### config.mk
export PLATFORM = sky130hd
export DESIGN_NAME = magma_ctrl
export DESIGN_NICKNAME = d
export VERILOG_FILES = /design/src/rtl/magma_ctrl.sv
export SDC_FILE = /design/constraint.sdc
export NUM_CORES = 1
export LEC_CHECK = 0
export ABC_CLOCK_PERIOD_IN_PS = 1800
export CORE_AREA = 2 2 308 310
export DETAILED_ROUTE_END_ITERATION = 10
export DIE_AREA = 0 0 310 312
export GPL_TIMING_DRIVEN = 0
export PLACE_DENSITY = 0.38
export SLEW_MARGIN = 20
export SYNTH_ARGS = -nofsm -noshare
export SYNTH_HDL_FRONTEND = slang
export SYNTH_SLANG_ARGS = --single-unit
### constraint.sdc
create_clock -name clk -period 1.8 [get_ports clk]
set_input_delay 0.36 -clock clk [delete_from_list [all_inputs] [get_ports clk]]
set_output_delay 0.36 -clock clk [all_outputs]
set_load 0.01 [all_outputs]
### src/rtl/magma_ctrl.sv
// magma_ctrl: request/response sequencer around a 128-bit block cipher core.
// Accepts one job at a time, launches the core with a one-cycle start pulse,
// waits for a rising edge of core_done, and holds the result until consumed.
// Optional watchdog: define MAGMA_CTRL_TIMEOUT_EN to abort a job whose core
// never completes within TIMEOUT_CYCLES WAIT cycles (sets sticky err).
module magma_ctrl #(
    parameter int TIMEOUT_CYCLES = 4096,
    parameter int NAME_W         = 2
) (
    input  logic              clk,
    input  logic              reset,
    input  logic              req_valid,
    output logic              req_ready,
    input  logic [127:0]      req_data,
    input  logic [127:0]      req_key,
    input  logic [NAME_W-1:0] req_tag,
    output logic              core_start,
    output logic [127:0]      core_data,
    output logic [127:0]      core_key,
    input  logic              core_done,
    input  logic [127:0]      core_result,
    output logic              res_valid,
    input  logic              res_ready,
    output logic [127:0]      res_data,
    output logic [NAME_W-1:0] res_tag,
    output logic              busy,
    output logic              err
);

    typedef enum logic [1:0] {IDLE, LAUNCH, WAIT, HOLD} state_t;

    state_t            state_q, state_d;
    logic [127:0]      coreData_q, coreData_d;
    logic [127:0]      coreKey_q, coreKey_d;
    logic [127:0]      resData_q, resData_d;
    logic [NAME_W-1:0] tag_q, tag_d;
    logic              resValid_q, resValid_d;
    logic              donePrev_q;
    logic              doneRise;
    logic              errFlag;

`ifdef MAGMA_CTRL_TIMEOUT_EN
    localparam int            TW         = $clog2(TIMEOUT_CYCLES + 1);
    localparam logic [TW-1:0] TIMER_LAST = TW'(TIMEOUT_CYCLES - 1);

    logic [TW-1:0] timer_q, timer_d;
    logic          err_q, err_d;

    assign errFlag = err_q;
`else
    assign errFlag = 1'b0;
`endif

    // Completion is an edge, so a done level left over from a previous job is ignored.
    assign doneRise   = core_done & ~donePrev_q;

    assign req_ready  = (state_q == IDLE) & ~errFlag;
    assign core_start = (state_q == LAUNCH);
    assign busy       = (state_q != IDLE);
    assign core_data  = coreData_q;
    assign core_key   = coreKey_q;
    assign res_valid  = resValid_q;
    assign res_data   = resData_q;
    assign res_tag    = tag_q;
    assign err        = errFlag;

    // Next-state and job-register update logic for the four-state sequencer.
    always_comb begin
        state_d    = state_q;
        coreData_d = coreData_q;
        coreKey_d  = coreKey_q;
        resData_d  = resData_q;
        tag_d      = tag_q;
        resValid_d = resValid_q;
`ifdef MAGMA_CTRL_TIMEOUT_EN
        timer_d    = timer_q;
        err_d      = err_q;
`endif
        case (state_q)
            IDLE: begin
                if (req_valid && req_ready) begin
                    coreData_d = req_data;
                    coreKey_d  = req_key;
                    tag_d      = req_tag;
                    state_d    = LAUNCH;
                end
            end
            LAUNCH: begin
`ifdef MAGMA_CTRL_TIMEOUT_EN
                timer_d = '0;
`endif
                state_d = WAIT;
            end
            WAIT: begin
                if (doneRise) begin
                    resData_d  = core_result;
                    resValid_d = 1'b1;
                    state_d    = HOLD;
                end
`ifdef MAGMA_CTRL_TIMEOUT_EN
                else if (timer_q == TIMER_LAST) begin
                    err_d   = 1'b1;
                    state_d = IDLE;
                end else begin
                    timer_d = timer_q + 1'b1;
                end
`endif
            end
            HOLD: begin
                if (res_ready) begin
                    resValid_d = 1'b0;
                    state_d    = IDLE;
                end
            end
            default: state_d = IDLE;
        endcase
    end

    // State and job registers with synchronous active-low reset.
    always_ff @(posedge clk) begin
        if (!reset) begin
            state_q    <= IDLE;
            coreData_q <= '0;
            coreKey_q  <= '0;
            resData_q  <= '0;
            tag_q      <= '0;
            resValid_q <= 1'b0;
            donePrev_q <= 1'b0;
        end else begin
            state_q    <= state_d;
            coreData_q <= coreData_d;
            coreKey_q  <= coreKey_d;
            resData_q  <= resData_d;
            tag_q      <= tag_d;
            resValid_q <= resValid_d;
            donePrev_q <= core_done;
        end
    end

`ifdef MAGMA_CTRL_TIMEOUT_EN
    // Watchdog counter and sticky error flag; only reset clears err.
    always_ff @(posedge clk) begin
        if (!reset) begin
            timer_q <= '0;
            err_q   <= 1'b0;
        end else begin
            timer_q <= timer_d;
            err_q   <= err_d;
        end
    end
`endif

endmodule

==> flow_summary.json, run 1 <==
{
  "outcome": "complete, no violations",
  "synth.avg_cell_area_um2": 8.02,
  "max_slew_margin_pct": 49.2,
  "vias_per_cell": 3.78,
  "vias": 14500,
  "first_pass_iters": 6,
  "setup_slack_ps": 62.3,
  "seq_area_um2": 7820,
  "fmax_mhz": 575,
  "hold_class": "in2reg",
  "synth_fa_ha_area_share_pct": 0.457,
  "finClkSkew_ps": 22.5,
  "synth_seq_cells": 390,
  "hold_violations": 0,
  "finalNetCount": 2934,
  "ctsLongestPathBuffers": 3,
  "grt_use_total_pct": 13.6,
  "yosysSeqAreaShare_pct": 57.1,
  "grt_pass1_wl_mm": 97.7,
  "criticalPathCategory": "reg2out",
  "synth_top_family_by_area": "simple AND/OR/NAND/NOR gates",
  "syn-num-nets": 2102,
  "cp_slowest_cell": "dfxtp_4",
  "start_util_pct": 14.7,
  "leakage_nw": 10.4,
  "syn_to_final_growth_pct": 78.0,
  "ios": 782,
  "ir_drop_v": 0.000610,
  "synth-compound-area-share_pct": 14.7,
  "ys_warn_count": 0,
  "path_buf_inv": 3,
  "ctsHtreeMaxLevel": 2,
  "p_sw_w": 0.00931,
  "crit_path_end_kind": "output port",
  "synth.distinct_cells": 28,
  "multiInputGateArea_um2": 5080,
  "cts_root_buf": "clkbuf_16",
  "postRouteAntennaNets": 0,
  "final_layout_size_suffix_gt1_share_pct": 7.76,
  "path_clk_slew_ps": 60,
  "worstMarginPinSlew_ps": 762,
  "power.share.clock_pct": 35.8,
  "synth_xor_area_share_pct": 0,
  "gp_congestion": 0.799,
  "arrival_ps": 1380,
  "powerDensity_nw_per_um2": 1180,
  "grt_pass1_vias": 14800,
  "crit_chain": "inv_4, ha_4, inv_4, buf_6",
  "clock_sinks": 390,
  "drt_iter0_markers": 562,
  "layout_min_cycle_time_ps": 1740,
  "cts_tree": "yes",
  "synth-simple-area-share_pct": 21.7,
  "slew_violations": 0,
  "fill_cells": 10300,
  "crit_family": "flip-flops",
  "yosysMostFrequentCell": "nand2_1",
  "cts_buffers": 50,
  "rsz0062_at_grt": "yes",
  "sequentialPowerShare_pct": 36.1,
  "grt_start_max_net_pins": 14,
  "async_flop_share_pct": 0,
  "fin_crit_sh_pct": 96.5,
  "internal-power_w": 0.0195,
  "final_util_pct": 26.2,
  "routed_wl_mm": 69.4,
  "cts_setup_buffers": 0,
  "max_cap_violations": 0,
  "crit_fanout": 5,
  "hpwl_mm": 55.9,
  "synth_top_area_share_pct": 57.1,
  "fp.dieArea_um2": 96700,
  "comb_power_share_pct": 28.1,
  "dp_cells": 3740,
  "synth.area.mux_share_pct": 0.0731,
  "synth_ff_type": "dfxtp_1",
  "synth_largest_area_cell": "dfxtp_1",
  "rows": 112,
  "io_buffers": 780,
  "start_kind": "flip-flop",
  "critPathMostFrequentCell": "inv_4",
  "core_area_um2": 93000,
  "antenna_found_initial": 13,
  "syn_area_um2": 13700,
  "die_height_um": 312,
  "max_stage_delay_ps": 360,
  "clk-insertion-delay-late_ps": 610,
  "grt.overflow.total": 0,
  "die_x_um": 310,
  "synth-edff-count": 0,
  "drc": 0,
  "pre_cts_ws_ps": -1040,
  "ys_top_cells_by_count": "nand2_1, dfxtp_1, a21oi_1",
  "crit_required_ps": 1440,
  "layout.cells.non_filler": 3837,
  "switching_share_pct": 32.3,
  "setup_violations": 0,
  "synth.area.top_cells": "dfxtp_1, nand2_1, a21oi_1",
  "hold_ws_ps": 300,
  "routedWlPerCell_um": 18.1,
  "syn_inst": 1706
}
==> power by group through the flow <==
stage | sequential, W | clock [W] | combinational [W]
2_1_floorplan | 0.0110 | 0 | 0.00347
3_5_place_dp | 0.0106 | 0 | 0.00894
5_1_grt | 0.0106 | 0.0111 | 0.00893
6_report | 0.0104 | 0.0103 | 0.00811
3_3_place_gp | 0.0106 | 0 | 0.00890
4_1_cts | 0.0104 | 0.0108 | 0.00827
==> final timing paths <==
check                           cells after the start                          to  slack [ps]                       start
worst max-delay path                                4                        busy          60     state_q[1]$_SDFFE_PN0P_
worst max register to register                      8   core_key[25]$_SDFFE_PN0P_         140     state_q[1]$_SDFFE_PN0P_
worst min register to register                      2  core_key[123]$_SDFFE_PN0P_         450  core_key[123]$_SDFFE_PN0P_
worst min-delay path                                3   core_key[19]$_SDFFE_PN0P_         300                 req_key[19]
==> area by class of cell <==
cell class	instances	share of cell area, %
clock inverter	17	0.976
multi-input combinational	1181	20.8
tap	1254	6.44
antenna	7	0.0719
inverter	7	0.139
clock buffer	73	5.91
sequential	390	32.1
timing repair buffer	780	30.1
buffer	128	3.46
==> state kept, by name, summed over array words and instances, names as in the netlist <==
| name | cells |
|---|---|
| core_data | 128 |
| core_key | 128 |
| res_data | 128 |
| res_tag | 2 |
| state_q | 2 |
| donePrev_q | 1 |
| res_valid | 1 |
==> tightest hold or removal path, cell delays in order <==
cell and delay, ps:
clkdlybuf4s50_1 400, nand2_1 60, a21oi_1 50
==> per-stage QoR <==
stage               power, W  cell area, µm²  setup TNS (ps)
finish                0.0288           24400               0
global route          0.0306           24400           -24.3
CTS                   0.0295           24300               0
detailed placement    0.0196           23100         -253340
global placement      0.0195           23100         -259200
floorplan             0.0145           13700               0
==> cells in the final DEF, fill, tap and decap left out, types with 2 or more instances in the layout <==
master / n
dlygate4sd2_1: 386
clkbuf_4: 4
clkbuf_16: 51
clkbuf_2: 17
dfxtp_1: 387
a21boi_0: 18
clkdlybuf4s50_1: 390
dfxtp_4: 2
a21oi_1: 368
ha_1: 4
inv_1: 3
clkbuf_1: 30
clkinv_2: 8
buf_2: 42
buf_6: 24
bufinv_16: 5
clkinvlp_4: 2
diode_2: 7
buf_1: 4
and2_1: 2
inv_4: 3
buf_4: 22
clkinv_8: 2
nand2_1: 774
clkbuf_8: 8
==> metal layers <==
metal / wire length (µm) / track usage [%]
met2: 35800 / 25.4
met4: 2030 / 4.60
met3: 7420 / 5.99
met5: 94 / 0
met1: 24100 / 13.2
==> what timing repair did <==
action,CTS,global route
hold buffers,0,0
hold endpoints to repair,0,0
gates resized for setup,427,30
endpoints found under the setup margin,714,219
pin swaps,0,1
==> logic make-up (layout without fill, tap and decap cells) <==
| group | count (synthesis) | in the layout |
|---|---|---|
| compound gates | 391 | 391 |
| other cells | 1 | 8 |
| buf+inv | 135 | 1005 |
| mux | 1 | 1 |
| fa+ha+maj | 5 | 5 |
| simple gates | 783 | 783 |
| flops | 390 | 390 |
Power figures use the tool's default switching activity.
==> inputs of run 2 (changes only) <==
--- a/config.mk
+++ b/config.mk
@@ -15,3 +15,4 @@
 export SYNTH_ARGS = -nofsm -noshare
 export SYNTH_HDL_FRONTEND = slang
 export SYNTH_SLANG_ARGS = --single-unit
+export TNS_END_PERCENT = 30
==> constraint.sdc (replaced) <==
create_clock -name clk -period 1.8 [get_ports clk]
set_input_delay 0.36 -clock clk [delete_from_list [all_inputs] [get_ports clk]]
set_output_delay 0.36 -clock clk [all_outputs]
set_load 0.005 [all_outputs]
==> run 2 against run 1 <==
Against the previous run:
- die area stayed put
- design area is essentially flat
- largest cell class unchanged
- sequential share of layout area increased by 0.086 points
==> flow_summary.json, run 2 (same netlist as run 1, synthesis figures left out) <==
{
  "crit_path_end_kind": "output port",
  "die_height_um": 312,
  "pre_cts_ws_ps": -1040,
  "routedWlPerCell_um": 18.1,
  "hold_violations": 0,
  "hpwl_mm": 55.9,
  "syn_to_final_growth_pct": 78.0,
  "fp.dieArea_um2": 96700,
  "grt_pass1_vias": 14900,
  "vias": 14500,
  "setup_violations": 0,
  "grt_use_total_pct": 13.6,
  "crit_chain": "inv_2, ha_4, inv_2, buf_4",
  "antenna_found_initial": 13,
  "finalNetCount": 2935,
  "ir_drop_v": 0.000609,
  "mostFrequentLayoutCells": "nand2_1, clkdlybuf4s50_1, dlygate4sd2_1",
  "setup_slack_ps": 41.4,
  "critPathMostFrequentCell": "inv_2",
  "fill_cells": 10300,
  "fmax_mhz": 569,
  "hold_class": "in2reg",
  "gp_congestion": 0.799,
  "clock_sinks": 390,
  "io_buffers": 780,
  "max_slew_margin_pct": 49.0,
  "postRouteAntennaNets": 0,
  "rsz0062_at_grt": "yes",
  "leakage_nw": 10.4,
  "cts_buffers": 50,
  "fin_crit_sh_pct": 97.7,
  "vias_per_cell": 3.78,
  "worstMarginPinSlew_ps": 764,
  "start_util_pct": 14.7,
  "first_pass_iters": 4,
  "slew_violations": 0,
  "arrival_ps": 1400,
  "grt_pass1_wl_mm": 97.7,
  "criticalPathCategory": "reg2out",
  "routed_wl_mm": 69.4,
  "rows": 112,
  "layout_min_cycle_time_ps": 1760,
  "final_layout_size_suffix_gt1_share_pct": 8.38,
  "cts_root_buf": "clkbuf_16",
  "min-delay-start": "core_result[120]",
  "r2r-start": "state_q[1]$_SDFFE_PN0P_",
  "die_x_um": 310,
  "outcome": "complete, no violations",
  "drt_iter0_markers": 561,
  "max_stage_delay_ps": 340,
  "path_clk_slew_ps": 60,
  "crit_fanout": 5,
  "core_area_um2": 93000,
  "crit_start": "state_q[0]$_SDFFE_PN0P_",
  "finClkSkew_ps": 22.7,
  "ios": 782,
  "final_common_cell": "nand2_1",
  "grt.overflow.total": 0,
  "cts_tree": "yes",
  "powerDensity_nw_per_um2": 1160,
  "grt_start_max_net_pins": 14,
  "cp_slowest_cell": "dfxtp_2",
  "max_cap_violations": 0,
  "ctsHtreeMaxLevel": 2,
  "crit_required_ps": 1440,
  "start_kind": "flip-flop",
  "ctsLongestPathBuffers": 3,
  "clk-insertion-delay-late_ps": 610,
  "final_util_pct": 26.2,
  "drc": 0
}
==> run 2: stage by stage <==
step / hold WS (ps) / total power, W / cell area (µm²) / TNS (ps) / std cells
after floorplan: 453 / 0.0141 / 13700 / 0 / 1706
after global placement: 442 / 0.0190 / 23100 / -259160 / 3740
after detailed placement: 446 / 0.0191 / 23100 / -253300 / 3740
after CTS: 240 / 0.0290 / 24300 / -83.0 / 3831
after global routing: 269 / 0.0301 / 24400 / -401 / 3836
final: 302 / 0.0284 / 24400 / 0 / 3838
==> run 2: power by group <==
group | leakage [nW] | internal, W | total, W | switching, W
Sequential | 3.19 | 0.00982 | 0.0104 | 0.000588
Clock | 0.819 | 0.00624 | 0.0103 | 0.00408
Combinational | 6.41 | 0.00346 | 0.00765 | 0.00418
==> run 2: layer usage <==
metal  GRT usage (%)  part of all wire, %  vias up
li1                -                    -     7155
met1            13.2                   35     6694
met2            25.4                   52      540
met3            5.99                   11      117
met4            4.60                  2.9       14
met5               0                 0.13        -
==> run 2: timing repair <==
| action | in CTS | in global routing |
|---|---|---|
| hold buffers | 0 | 0 |
| setup buffers | 1 | 0 |
| gates cloned | 0 | 0 |
| pin swaps | 0 | 0 |
| gates resized for setup | 441 | 22 |
| endpoints found under the setup margin | 714 | 186 |
==> run 2: layout make-up <==
cell class                 count  area (µm²)  share of cell area (%)
inverter                       7        26.3                   0.108
tap                         1254        1570                    6.44
buffer                       128         842                    3.46
multi-input combinational   1181        5080                    20.8
timing repair buffer         781        7320                    30.0
clock inverter                17         238                   0.976
clock buffer                  73        1440                    5.91
antenna                        7        17.5                  0.0719
sequential                   390        7840                    32.2
==> run 2: worst paths after layout <==
path	cells after the start	slack [ps]	end
max	4	40	busy
min	3	300	res_data[120]$_SDFFE_PN0P_
max reg2reg	7	130	res_data[113]$_SDFFE_PN0P_
min reg2reg	2	450	core_key[123]$_SDFFE_PN0P_
==> run 2: worst max-delay path, delay by kind of cell (launching register included) <==
| kind | cells | cell delay [ps] |
|---|---|---|
| adders and majority gates | 1 | 180 |
| buffers and inverters | 3 | 290 |
| DFF | 1 | 340 |
==> inputs of run 3 (changes only) <==
--- a/config.mk
+++ b/config.mk
@@ -6,11 +6,11 @@
 export NUM_CORES = 1
 export LEC_CHECK = 0
 export ABC_CLOCK_PERIOD_IN_PS = 1800
-export CORE_AREA = 2 2 308 310
+export CORE_AREA = 2 2 303 305
 export DETAILED_ROUTE_END_ITERATION = 10
-export DIE_AREA = 0 0 310 312
+export DIE_AREA = 0 0 305 307
 export GPL_TIMING_DRIVEN = 0
-export PLACE_DENSITY = 0.38
+export PLACE_DENSITY = 0.39
 export SLEW_MARGIN = 20
 export SYNTH_ARGS = -nofsm -noshare
 export SYNTH_HDL_FRONTEND = slang
==> run 3 against run 2 <==
Against the previous run:
- the run now ends with setup timing left
- design area decreased by 0.37%
- total power decreased by 0.46%
- clock skew decreased by 2.5 ps
- wire length is 2.3% lower
- global-route usage is 0.14 points higher
- clock power barely moved
- sequential power about the same
- largest cell class unchanged
==> flow_summary.json, run 3 (same netlist as run 1, synthesis figures left out) <==
{
  "clock_sinks": 390,
  "grt_use_total_pct": 13.7,
  "antenna_found_initial": 12,
  "routedWlPerCell_um": 18.0,
  "finClkSkew_ps": 20.2,
  "crit_family": "flip-flops",
  "ctsLongestPathBuffers": 3,
  "core_area_um2": 90700,
  "hold_class": "in2reg",
  "arrival_ps": 1450,
  "start_kind": "flip-flop",
  "vias_per_cell": 3.82,
  "cp_slowest_cell": "dfxtp_2",
  "final_layout_size_suffix_gt1_share_pct": 8.54,
  "layout_min_cycle_time_ps": 1810,
  "drt_iter0_markers": 633,
  "ios": 782,
  "final_common_cell": "nand2_1",
  "vias": 14400,
  "rows": 111,
  "setup_violations": 1,
  "grt_pass1_vias": 14600,
  "cts_root_buf": "clkbuf_16",
  "hold_violations": 0,
  "worstMarginPinSlew_ps": 830,
  "power_w": 0.0282,
  "crit_chain": "inv_2, ha_2, buf_4",
  "routed_wl_mm": 67.8,
  "max_cap_violations": 0,
  "path_clk_slew_ps": 60,
  "pre_cts_ws_ps": -982,
  "cts.repair.resized": 443,
  "slew_violations": 0,
  "syn_to_final_growth_pct": 77.4,
  "grt_pass1_wl_mm": 96.8,
  "ctsHtreeMaxLevel": 2,
  "first_pass_iters": 5,
  "layout.cells.non_filler": 3771,
  "io_buffers": 780,
  "fmax_mhz": 553,
  "setup_slack_ps": -8.26,
  "crit_path_end_kind": "output port",
  "hpwl_mm": 53.7,
  "clk-insertion-delay-late_ps": 590,
  "gp_congestion": 0.831,
  "fin_crit_sh_pct": 100,
  "outcome": "finished, violations left",
  "cts_buffers": 51,
  "crit_required_ps": 1440,
  "use_met3_pct": 5.31,
  "hold_ws_ps": 317,
  "failed_checks": "setup timing",
  "grt.overflow.total": 0,
  "postRouteAntennaNets": 0,
  "powerDensity_nw_per_um2": 1160,
  "crit_fanout": 4,
  "criticalPathCategory": "reg2out",
  "dp_cells": 3672,
  "cts_tree": "yes",
  "cts_setup_buffers": 0,
  "cts_hold_buf": 0,
  "fp.dieArea_um2": 93600,
  "grt_start_max_net_pins": 14,
  "rsz0062_at_grt": "yes",
  "r2r_setup_slack_ps": 130,
  "start_util_pct": 15.1,
  "max_stage_delay_ps": 340,
  "grt-busiest-layer": "met2",
  "drc": 0,
  "die_x_um": 305,
  "path_buf_inv": 2,
  "use_met1_pct": 14.4,
  "ir_drop_v": 0.000543,
  "finalNetCount": 2935,
  "final_util_pct": 26.8,
  "mostFrequentLayoutCells": "nand2_1, clkdlybuf4s50_1, dlygate4sd2_1",
  "grt_util_met2_pct": 25.1,
  "die_height_um": 307,
  "max_slew_margin_pct": 44.7,
  "leakage_nw": 10.4
}
run 3: cell types whose count changed in the layout (fill, tap and decap cells not counted), sizes merged:
| cell | change |
|---|---|
| clkbuf | +8 |
| clkinv | -4 |
| clkdlybuf4s15 | +3 |
| buf | -2 |
| bufinv | -2 |
| clkinvlp | -2 |
| dlygate4sd2 | -2 |
| diode | +1 |
| inv | +1 |
run 3: path summary, 6_finish.rpt:
path	depth (start not counted)	to	from
max	3	core_start	state_q[1]$_SDFFE_PN0P_
min	3	res_data[108]$_SDFFE_PN0P_	core_result[108]
max reg2reg	8	core_key[114]$_SDFFE_PN0P_	state_q[0]$_SDFFE_PN0P_
min reg2reg	2	core_data[47]$_SDFFE_PN0P_	core_data[47]$_SDFFE_PN0P_
run 3: area by class of cell:
| class | instances | area (µm²) |
|---|---|---|
| plain buffers | 128 | 840 |
| inverters | 7 | 26.3 |
| clock buffers | 81 | 1520 |
| multi-input cells | 1181 | 5080 |
| fillers | 10000 | 66400 |
| diodes | 8 | 20.0 |
| repair buffers | 780 | 7320 |
| flip-flops and latches | 390 | 7840 |
| clock inverters | 10 | 144 |
| well taps | 1186 | 1480 |
run 3: through the flow:
step,area (µm²),setup TNS [ps]
6_report,24300,-8.26
5_1_grt,24300,-960
4_1_cts,24200,-76.4
3_5_place_dp,23000,-231610
3_3_place_gp,23000,-215880
2_1_floorplan,13700,0
run 3: metal layers:
| metal | vias to the layer above | part of all wire (%) | wire length [µm] |
|---|---|---|---|
| met5 | - | 0.069 | 47 |
| li1 | 7162 | - | - |
| met1 | 6643 | 37 | 25400 |
| met4 | 6 | 2.7 | 1860 |
| met3 | 101 | 9.1 | 6150 |
| met2 | 511 | 51 | 34300 |
run 3: worst reg2reg max path, delay by kind of cell (launching register included):
kind / cells / cell delay [ps]
adder cells (fa/ha/maj): 1 / 180
flip-flops: 1 / 350
AND/OR/NAND/NOR: 2 / 260
buffers and inverters: 4 / 680
AO/OA/AOI/OAI: 1 / 140
run 3: power breakdown:
group          internal [W]  switching [W]  total [W]
sequential          0.00982       0.000590     0.0104
combinational       0.00345        0.00417    0.00762
clock               0.00618        0.00404     0.0102
